`config.mk`:
```
export PLATFORM = sky130hd
export DESIGN_NAME = uart_tx_cfg
export DESIGN_NICKNAME = d
export VERILOG_FILES = /design/src/rtl/uart_tx_cfg.sv
export SDC_FILE = /design/constraint.sdc
export NUM_CORES = 1
export LEC_CHECK = 0
export ABC_CLOCK_PERIOD_IN_PS = 3060
export BUFFER_PORTS_ARGS = -buffer_cell sky130_fd_sc_hd__buf_2
export CAP_MARGIN = 40
export CORE_ASPECT_RATIO = 1.1
export CORE_MARGIN = 3
export CORE_UTILIZATION = 40
export DETAILED_ROUTE_END_ITERATION = 10
export PLACE_DENSITY = 0.56
export SETUP_SLACK_MARGIN = 0.05
export SKIP_LAST_GASP = 1
export SLEW_MARGIN = 20
export SYNTH_ARGS = -nofsm -noshare
export SYNTH_HDL_FRONTEND = slang
export SYNTH_SLANG_ARGS = --single-unit
```
`constraint.sdc`:
```
create_clock -name clkIN -period 3.06 [get_ports clkIN]
set_input_delay 0.612 -clock clkIN [delete_from_list [all_inputs] [get_ports clkIN]]
set_output_delay 0.612 -clock clkIN [all_outputs]
set_load 0.05 [all_outputs]
```
`src/rtl/uart_tx_cfg.sv`:
```
// uart_tx_cfg
// Parametrised UART transmitter with a built-in baud divider and a small
// transmit FIFO. A producer queues characters through sendIN/dataIN and
// they leave on txOUT back-to-back, framed as
// start / DATA_BITS data (LSB first) / optional parity / STOP_BITS stop.
//
// Ports
//   clkIN         system clock, all logic on the rising edge
//   resetIN       asynchronous active-high reset, aborts any frame in flight
//   dataIN        character to queue (DATA_BITS wide)
//   sendIN        write strobe, sampled every clock
//   txOUT         serial line, idle high, driven straight from a flip-flop
//   readyOUT      FIFO not full, a push is accepted this cycle when high
//   busyOUT       frame in progress or characters still queued
//   overflowOUT   one-cycle pulse after a push was attempted while full
//   fifoCountOUT  current FIFO occupancy
module uart_tx_cfg #(
  parameter int CLK_FREQ   = 48000000,
  parameter int BAUD_RATE  = 57600,
  parameter int DATA_BITS  = 8,
  parameter int PARITY     = 0,
  parameter int STOP_BITS  = 1,
  parameter int FIFO_DEPTH = 4
) (
  input  logic                         clkIN,
  input  logic                         resetIN,
  input  logic [DATA_BITS-1:0]         dataIN,
  input  logic                         sendIN,
  output logic                         txOUT,
  output logic                         readyOUT,
  output logic                         busyOUT,
  output logic                         overflowOUT,
  output logic [$clog2(FIFO_DEPTH):0]  fifoCountOUT
);

  localparam int DIV = CLK_FREQ / BAUD_RATE;
  localparam int BW  = $clog2(DIV);
  localparam int PW  = $clog2(FIFO_DEPTH);
  localparam int CW  = PW + 1;
  // Shared bit/stop index: 4 bits covers up to 9 data bits.
  localparam int IW  = 4;

  localparam logic [BW-1:0] DIV_LAST  = BW'(DIV - 1);
  localparam logic [CW-1:0] FULL      = CW'(FIFO_DEPTH);
  localparam logic [IW-1:0] DATA_LAST = IW'(DATA_BITS - 1);
  localparam logic [IW-1:0] STOP_LAST = IW'(STOP_BITS - 1);
  localparam logic          ODD_PAR   = (PARITY == 1);

  typedef enum logic [2:0] {
    IDLE,
    START,
    DATA,
    PAR,
    STOP
  } TxState;

  TxState               state;
  TxState               stateNext;
  logic [BW-1:0]        baudCnt;
  logic [BW-1:0]        baudNext;
  logic [IW-1:0]        bitIdx;
  logic [IW-1:0]        bitNext;
  logic [DATA_BITS-1:0] shiftReg;
  logic                 parityBit;
  logic                 txNext;
  logic                 popEn;
  logic                 shiftEn;
  logic                 pushEn;
  logic                 baudDone;

  logic [DATA_BITS-1:0] fifoMem [FIFO_DEPTH];
  logic [PW-1:0]        wrPtr;
  logic [PW-1:0]        rdPtr;
  logic [CW-1:0]        count;
  logic [DATA_BITS-1:0] headData;

  // Readiness comes from the registered count only, so a pop in the same
  // cycle never lets a full FIFO take a push.
  assign readyOUT     = (count != FULL);
  assign pushEn       = sendIN && readyOUT;
  assign busyOUT      = (state != IDLE) || (count != '0);
  assign fifoCountOUT = count;
  assign headData     = fifoMem[rdPtr];
  assign baudDone     = (baudCnt == '0);

  // FIFO storage needs no reset; occupancy is tracked by the pointers.
  always_ff @(posedge clkIN) begin
    if (pushEn) begin
      fifoMem[wrPtr] <= dataIN;
    end
  end

  // FIFO pointers, occupancy and the overflow pulse. A push and a pop on
  // the same edge cancel out in the count.
  always_ff @(posedge clkIN or posedge resetIN) begin
    if (resetIN) begin
      wrPtr       <= '0;
      rdPtr       <= '0;
      count       <= '0;
      overflowOUT <= 1'b0;
    end else begin
      overflowOUT <= sendIN && !readyOUT;
      if (pushEn) begin
        wrPtr <= wrPtr + PW'(1);
      end
      if (popEn) begin
        rdPtr <= rdPtr + PW'(1);
      end
      case ({pushEn, popEn})
        2'b10:   count <= count + CW'(1);
        2'b01:   count <= count - CW'(1);
        default: ;
      endcase
    end
  end

  // Next-state logic. Every bit period counts baudCnt down from DIV-1,
  // and the counter is reloaded on each pop so frames never inherit phase
  // from the one before. The last stop clock pops straight into START when
  // more data is queued, giving gapless back-to-back frames.
  always_comb begin
    stateNext = state;
    baudNext  = baudCnt;
    bitNext   = bitIdx;
    popEn     = 1'b0;
    shiftEn   = 1'b0;
    case (state)
      IDLE: begin
        if (count != '0) begin
          popEn     = 1'b1;
          stateNext = START;
          baudNext  = DIV_LAST;
          bitNext   = '0;
        end
      end
      START: begin
        if (baudDone) begin
          stateNext = DATA;
          baudNext  = DIV_LAST;
          bitNext   = '0;
        end else begin
          baudNext = baudCnt - BW'(1);
        end
      end
      DATA: begin
        if (baudDone) begin
          shiftEn  = 1'b1;
          baudNext = DIV_LAST;
          if (bitIdx == DATA_LAST) begin
            bitNext   = '0;
            stateNext = (PARITY != 0) ? PAR : STOP;
          end else begin
            bitNext = bitIdx + IW'(1);
          end
        end else begin
          baudNext = baudCnt - BW'(1);
        end
      end
      PAR: begin
        if (baudDone) begin
          stateNext = STOP;
          baudNext  = DIV_LAST;
          bitNext   = '0;
        end else begin
          baudNext = baudCnt - BW'(1);
        end
      end
      STOP: begin
        if (baudDone) begin
          if (bitIdx == STOP_LAST) begin
            if (count != '0) begin
              popEn     = 1'b1;
              stateNext = START;
              baudNext  = DIV_LAST;
              bitNext   = '0;
            end else begin
              stateNext = IDLE;
            end
          end else begin
            bitNext  = bitIdx + IW'(1);
            baudNext = DIV_LAST;
          end
        end else begin
          baudNext = baudCnt - BW'(1);
        end
      end
      default: begin
        stateNext = IDLE;
      end
    endcase
  end

  // Line level for the current state. It is registered below, so the line
  // trails the state by one clock, which is where the two-clock push to
  // start-bit latency comes from.
  always_comb begin
    txNext = 1'b1;
    case (state)
      START:   txNext = 1'b0;
      DATA:    txNext = shiftReg[0];
      PAR:     txNext = parityBit;
      default: txNext = 1'b1;
    endcase
  end

  // State, baud counter, shift register and the registered line. The
  // parity bit is computed once from the popped character.
  always_ff @(posedge clkIN or posedge resetIN) begin
    if (resetIN) begin
      state     <= IDLE;
      baudCnt   <= '0;
      bitIdx    <= '0;
      shiftReg  <= '0;
      parityBit <= 1'b0;
      txOUT     <= 1'b1;
    end else begin
      state   <= stateNext;
      baudCnt <= baudNext;
      bitIdx  <= bitNext;
      txOUT   <= txNext;
      if (popEn) begin
        shiftReg  <= headData;
        parityBit <= (^headData) ^ ODD_PAR;
      end else if (shiftEn) begin
        shiftReg <= shiftReg >> 1;
      end
    end
  end

endmodule

```
==> results.json, run 1 <==
{
  "synth_cells": 271,
  "rrSetupSlack_ps": 510,
  "setup_viol": 0,
  "dp_hpwl_um": 4500,
  "cts_htree_levels": 3,
  "whs_ps": 354,
  "cp_top_family": "adder cells",
  "synthFlopType": "dfrtp_1",
  "ys_ff_latch": 67,
  "synthTopCellsByCount": "34 x dfrtp_1, 32 x edfxtp_1, 23 x nand2_1",
  "die_y_um": 102,
  "cts_made_buffers": 9,
  "crit_start": "bitIdx[0]",
  "cp.required_ps": 3330,
  "crit_chain": "inv_1 -> ha_1 -> nor3b_1 -> nand4_1 -> a21boi_2 -> ha_1 -> inv_1 -> fa_1 -> xor2_1 -> nor2_1 -> xor2_1",
  "port_buffers": 17,
  "layout.nets": 315,
  "fp-row-count": 34,
  "p_leak_nw": 1.49,
  "syn-num-nets": 291,
  "final_hold_viol_count": 0,
  "status": "complete, no violations",
  "cts_tree": "done",
  "arrival_ps": 2820,
  "gp_congestion": 0.825,
  "insertion_delay_ps": 340,
  "peakVddDrop_v": 0.000611,
  "crit_buf_inv": 2,
  "final_cells": 408,
  "max_clock_freq_ghz": 0.392,
  "critPathMaxStageDelay_ps": 420,
  "n_antenna_cell": 0,
  "start_util_pct": 41.7,
  "fin_crit_sh_pct": 83.5,
  "cts_resized": 0,
  "area_growth_pct": 13.2,
  "rsz0062_at_grt": "no",
  "clk_pin_slew_ps": 80,
  "cts_buffer_depth": 2,
  "die_x_um": 93.3,
  "numPlacedInstances": 392,
  "tightest_slew_ps": 666,
  "grt_pass1_vias": 2240,
  "wl_per_cell_um": 15.1,
  "drv_slew": 0,
  "hp-class": "in2async",
  "synth_largest_area_cell": "edfxtp_1",
  "grt_pass1_wl_um": 10700,
  "drtPass1Iterations": 4,
  "root_buffer": "clkbuf_8",
  "drt-total-wl_um": 6150,
  "ios": 18,
  "layout-drive-gt1-share_pct": 22.3,
  "cp-end-kind": "flip-flop",
  "antenna_left": 0,
  "synth.most_common_cell": "dfrtp_1",
  "slowest_stage": "dfrtp_1",
  "fin_skew_ps": 7.69,
  "worst_slack_ps": 506,
  "grt_max_degree": 22,
  "path_max_fanout": 5,
  "r2r_start": "bitIdx[0]",
  "ys_seq_area_share_pct": 54.8,
  "syn_avg_cell_area_um2": 12.4,
  "total_power_mw": 3.94,
  "first_iter_violations": 66,
  "via_count": 2157,
  "tns_ps": 0,
  "place_ws_ps": 467,
  "max_cap_violations": 0,
  "fin_crit_ps": 2550,
  "syn_area_um2": 3350,
  "yosys_warnings": 0,
  "via_per_inst": 5.29,
  "cellPowerDensity_nw_per_um2": 1040,
  "clock_sinks": 67,
  "synth_area_leaders": "edfxtp_1 29%, dfrtp_1 25%, mux4_2 5.4%",
  "grtUsageTotal_pct": 14.6,
  "grt-ovfl-total": 0,
  "synth_top_area_share_pct": 28.7,
  "drc": 0,
  "post_cts_buffers": 0,
  "crit_path_start_kind": "flip-flop",
  "maxSlewHeadroom_pct": 55.5,
  "core_area_um2": 8040,
  "async_flop_share_pct": 52.2,
  "ctsHoldBuffers": 0,
  "synth_edf_count": 32,
  "crit_type": "reg2reg",
  "antenna_found_initial": 0,
  "fp.dieArea_um2": 9520,
  "synth_cell_type_count": 59
}
## area by class of cell
class / count / area (um2)
fill: 734 / 4250
sequential: 67 / 1840
multi-input combinational: 183 / 1420
tap: 108 / 135
clock buffer: 9 / 124
timing repair buffer: 22 / 123
clock inverter: 7 / 105
inverter: 12 / 45.0
## path summary, 6_finish.rpt
path / cells past startpoint / endpoint
min reg2reg: 1 / baudCnt[1]
max reg2reg: 11 / fifoCountOUT[2]
min in group clkIN: 1 / fifoMem[0][2]
max in group asynchronous: 3 / txOUT
max: 11 / fifoCountOUT[2]
min: 2 / fifoCountOUT[0]
## logic make-up (layout without fill, tap and decap cells)
family / after synthesis / count (layout) / share of synthesized area (%)
adder cells (fa/ha/maj): 9 / 9 / 3.58
buffers and inverters: 21 / 50 / 2.69
XOR/XNOR: 13 / 13 / 3.40
flip-flops: 67 / 67 / 54.8
multiplexers: 19 / 19 / 8.73
AND/OR/NAND/NOR: 89 / 89 / 15.5
AO/OA/AOI/OAI: 53 / 53 / 11.3
## state kept, by name, indices dropped and copies added, names as in the netlist
| name | flops |
|---|---|
| baudCnt | 10 |
| txOUT | 1 |
| fifoMem | 32 |
| overflowOUT | 1 |
| fifoCountOUT | 3 |
| parityBit | 1 |
| state | 3 |
| rdPtr | 2 |
| bitIdx | 4 |
| wrPtr | 2 |
| shiftReg | 8 |
## per-layer routing
layer	routed length, um	GRT usage, %	up-vias
met3	160	3.53	9
met5	0	0	-
li1	-	-	1058
met1	2700	17.2	1061
met2	3190	25.6	29
met4	94	6.09	0
## placed cells by master (no fill, tap or decap), types with 4 or more instances in the layout
master,n
or3_1,4
nor3b_1,4
clkbuf_8,9
inv_1,12
edfxtp_1,32
dfrtp_1,34
xnor2_1,10
buf_2,17
o21ai_2,7
nand3_1,5
ha_1,8
mux2i_1,9
nor3_1,8
mux4_2,8
nand2_1,23
nor2_1,16
buf_4,5
o21ai_0,6
and3_1,7
a21oi_1,13
## metrics by stage
step | cell area (um2) | utilization (%)
floorplan | 3350 | -
detailed placement | 3560 | 44.3
finish | 3790 | 47.2
global route | 3790 | 47.2
global placement | 3560 | 44.3
CTS | 3790 | 47.2
## where the power goes
part	leakage (nW)	total, mW	switching [mW]	internal [mW]
combinational	0.657	1.64	0.926	0.709
clock	0.113	0.841	0.368	0.473
sequential	0.722	1.46	0.235	1.22
(Power assumes the default switching activity.)
==> inputs of run 2 (changes only) <==
--- a/config.mk
+++ b/config.mk
@@ -5,7 +5,8 @@
 export SDC_FILE = /design/constraint.sdc
 export NUM_CORES = 1
 export LEC_CHECK = 0
-export ABC_CLOCK_PERIOD_IN_PS = 3060
+export ABC_AREA = 1
+export ABC_CLOCK_PERIOD_IN_PS = 2400
 export BUFFER_PORTS_ARGS = -buffer_cell sky130_fd_sc_hd__buf_2
 export CAP_MARGIN = 40
 export CORE_ASPECT_RATIO = 1.1
==> constraint.sdc (replaced) <==
create_clock -name clkIN -period 2.4 [get_ports clkIN]
set_input_delay 0.48 -clock clkIN [delete_from_list [all_inputs] [get_ports clkIN]]
set_output_delay 0.48 -clock clkIN [all_outputs]
set_load 0.05 [all_outputs]
==> results.json, run 2 <==
{
  "placed_cell_area_um2": 3850,
  "fillCellCount": 837,
  "largest_register_ffs": 32,
  "cts_htree_levels": 3,
  "final_cell_mix": "136 x nand2_1, 37 x nand3_1, 34 x dfrtp_1",
  "yosys_warnings": 0,
  "synth_top_area_share_pct": 26.8,
  "cts_tree": "done",
  "synth_cell_type_count": 42,
  "syn_area_um2": 3580,
  "synthTopCellsByCount": "137 x nand2_1, 38 x nand3_1, 35 x inv_1",
  "antenna_found_initial": 0,
  "max_flop_register": "fifoMem",
  "grt_max_degree": 36,
  "post_cts_buffers": 0,
  "arrival_ps": 2450,
  "tns_ps": 0,
  "dp_hpwl_um": 5030,
  "area_growth_pct": 15.3,
  "numPlacedInstances": 537,
  "rrSetupSlack_ps": 190,
  "hp-class": "in2async",
  "max_cap_violations": 0,
  "crit_path_start_kind": "flip-flop",
  "start_util_pct": 41.9,
  "fin_crit_sh_pct": 92.3,
  "rsz0062_at_grt": "no",
  "intPower_mw": 3.28,
  "syn-num-nets": 426,
  "total_power_mw": 5.88,
  "drv_slew": 0,
  "sw_frac_of_total_pct": 44.3,
  "clock_sinks": 67,
  "p_comb_share_pct": 48.5,
  "fin_crit_ps": 2210,
  "p_leak_nw": 1.89,
  "fp-row-count": 35,
  "core_area_um2": 8540,
  "cts_buffer_depth": 2,
  "cp.required_ps": 2640,
  "final_hold_viol_count": 0,
  "cp-end-kind": "flip-flop",
  "first_iter_violations": 107,
  "layout-drive-gt1-share_pct": 20.0,
  "grt_pass1_wl_um": 11900,
  "insertion_delay_ps": 350,
  "final_common_cell": "nand2_1",
  "drc": 0,
  "ios": 18,
  "synthFlopType": "dfrtp_1",
  "grt_pass1_vias": 2595,
  "setup_viol": 0,
  "grtUsageTotal_pct": 15.2,
  "port_buffers": 17,
  "drtPass1Iterations": 4,
  "synth_largest_area_cell": "edfxtp_1",
  "synth_edf_count": 32,
  "layout.nets": 461,
  "die_y_um": 105,
  "n_antenna_cell": 0,
  "power_frac_seq_pct": 31.6,
  "synth_area_leaders": "edfxtp_1 27%, dfrtp_1 24%, nand2_1 14%",
  "async_flop_share_pct": 52.2,
  "via_per_inst": 4.87,
  "root_buffer": "clkbuf_8",
  "peakVddDrop_v": 0.000450,
  "fin_skew_ps": 11.6,
  "ctsHoldBuffers": 0,
  "maxSlewHeadroom_pct": 68.9,
  "synth.most_common_cell": "nand2_1",
  "wl_per_cell_um": 12.7,
  "tightest_slew_ps": 466,
  "final_area_um2": 4130,
  "final_cells": 557,
  "gp_congestion": 0.806,
  "via_count": 2715,
  "status": "complete, no violations",
  "crit_type": "reg2reg",
  "power.switching_mw": 2.60,
  "drt-total-wl_um": 7100,
  "ys_seq_area_share_pct": 51.3,
  "antenna_left": 0,
  "cts_resized": 0,
  "path_max_fanout": 3,
  "clk_pin_slew_ps": 80,
  "ys_ff_latch": 67,
  "largestRegisters": "fifoMem (32), baudCnt (10), shiftReg (8)",
  "syn_avg_cell_area_um2": 8.82,
  "cts_made_buffers": 9,
  "fp.dieArea_um2": 10100,
  "grt-ovfl-total": 0,
  "synth_cells": 406,
  "max_clock_freq_ghz": 0.452,
  "p_clk_share_pct": 19.9,
  "cellPowerDensity_nw_per_um2": 1420,
  "die_x_um": 96.2
}
[run 2: worst paths after layout]
kind	start	to	cells past startpoint
setup / recovery	baudCnt[0]	fifoCountOUT[2]	16
hold / removal	resetIN	fifoCountOUT[0]	3
setup reg to reg	baudCnt[0]	fifoCountOUT[2]	16
hold reg to reg	parityBit	parityBit	2
max in group asynchronous	resetIN	txOUT	3
min in group clkIN	dataIN[6]	fifoMem[3][6]	1
[run 2: critical path: stages (launching register included)]
cell and delay, ps:
dfrtp_1 380, inv_2 80, ha_4 140, nand2_2 60, nor2_4 130, nand2_4 80
nor2_8 120, nand2_4 60, inv_4 70, o21ai_4 70, inv_6 60, ha_4 110
inv_2 40, fa_2 350, a21oi_1 130, o21ai_1 90, xnor2_1 120
[run 2: power by group through the flow]
stage | sequential [mW] | combinational, mW | clock (mW)
floorplan | 1.94 | 2.18 | 0
global placement | 1.88 | 2.77 | 0
CTS | 1.86 | 2.84 | 1.19
finish | 1.86 | 2.85 | 1.17
global route | 1.91 | 3.24 | 1.24
detailed placement | 1.89 | 2.83 | 0
[run 2: per-layer routing]
| metal | track usage, % | share of wire (%) |
|---|---|---|
| met1 | 18.7 | 46 |
| met3 | 4.50 | 2.8 |
| met5 | 0 | 0 |
| met2 | 25.3 | 50 |
| met4 | 5.08 | 1.8 |
[run 2: through the flow]
stage                     util, %  hold slack (ps)  worst slack (ps)
after floorplan                 -              450              17.5
after global placement       45.1              478               162
after detailed placement     45.1              474               140
after CTS                    48.0              229               119
after global routing         48.4              258              66.9
final                        48.4              221               186
[run 2: area by class of cell]
cell class                      instances  area (um2)  share of cell area (%)
Clock inverter                          7         125                    3.03
Sequential cell                        67        1840                    44.5
Multi-Input combinational cell        289        1540                    37.3
Clock buffer                            9         124                    3.00
Tap cell                              111         139                    3.36
Timing Repair Buffer                   32         198                    4.79
Inverter                               42         168                    4.06
[run 2: kinds of logic after synthesis]
logic type	synth area share [%]
simple gates	28.4
flops	51.3
buf+inv	6.67
compound gates	8.25
fa+ha+maj	3.35
xor+xnor	1.96
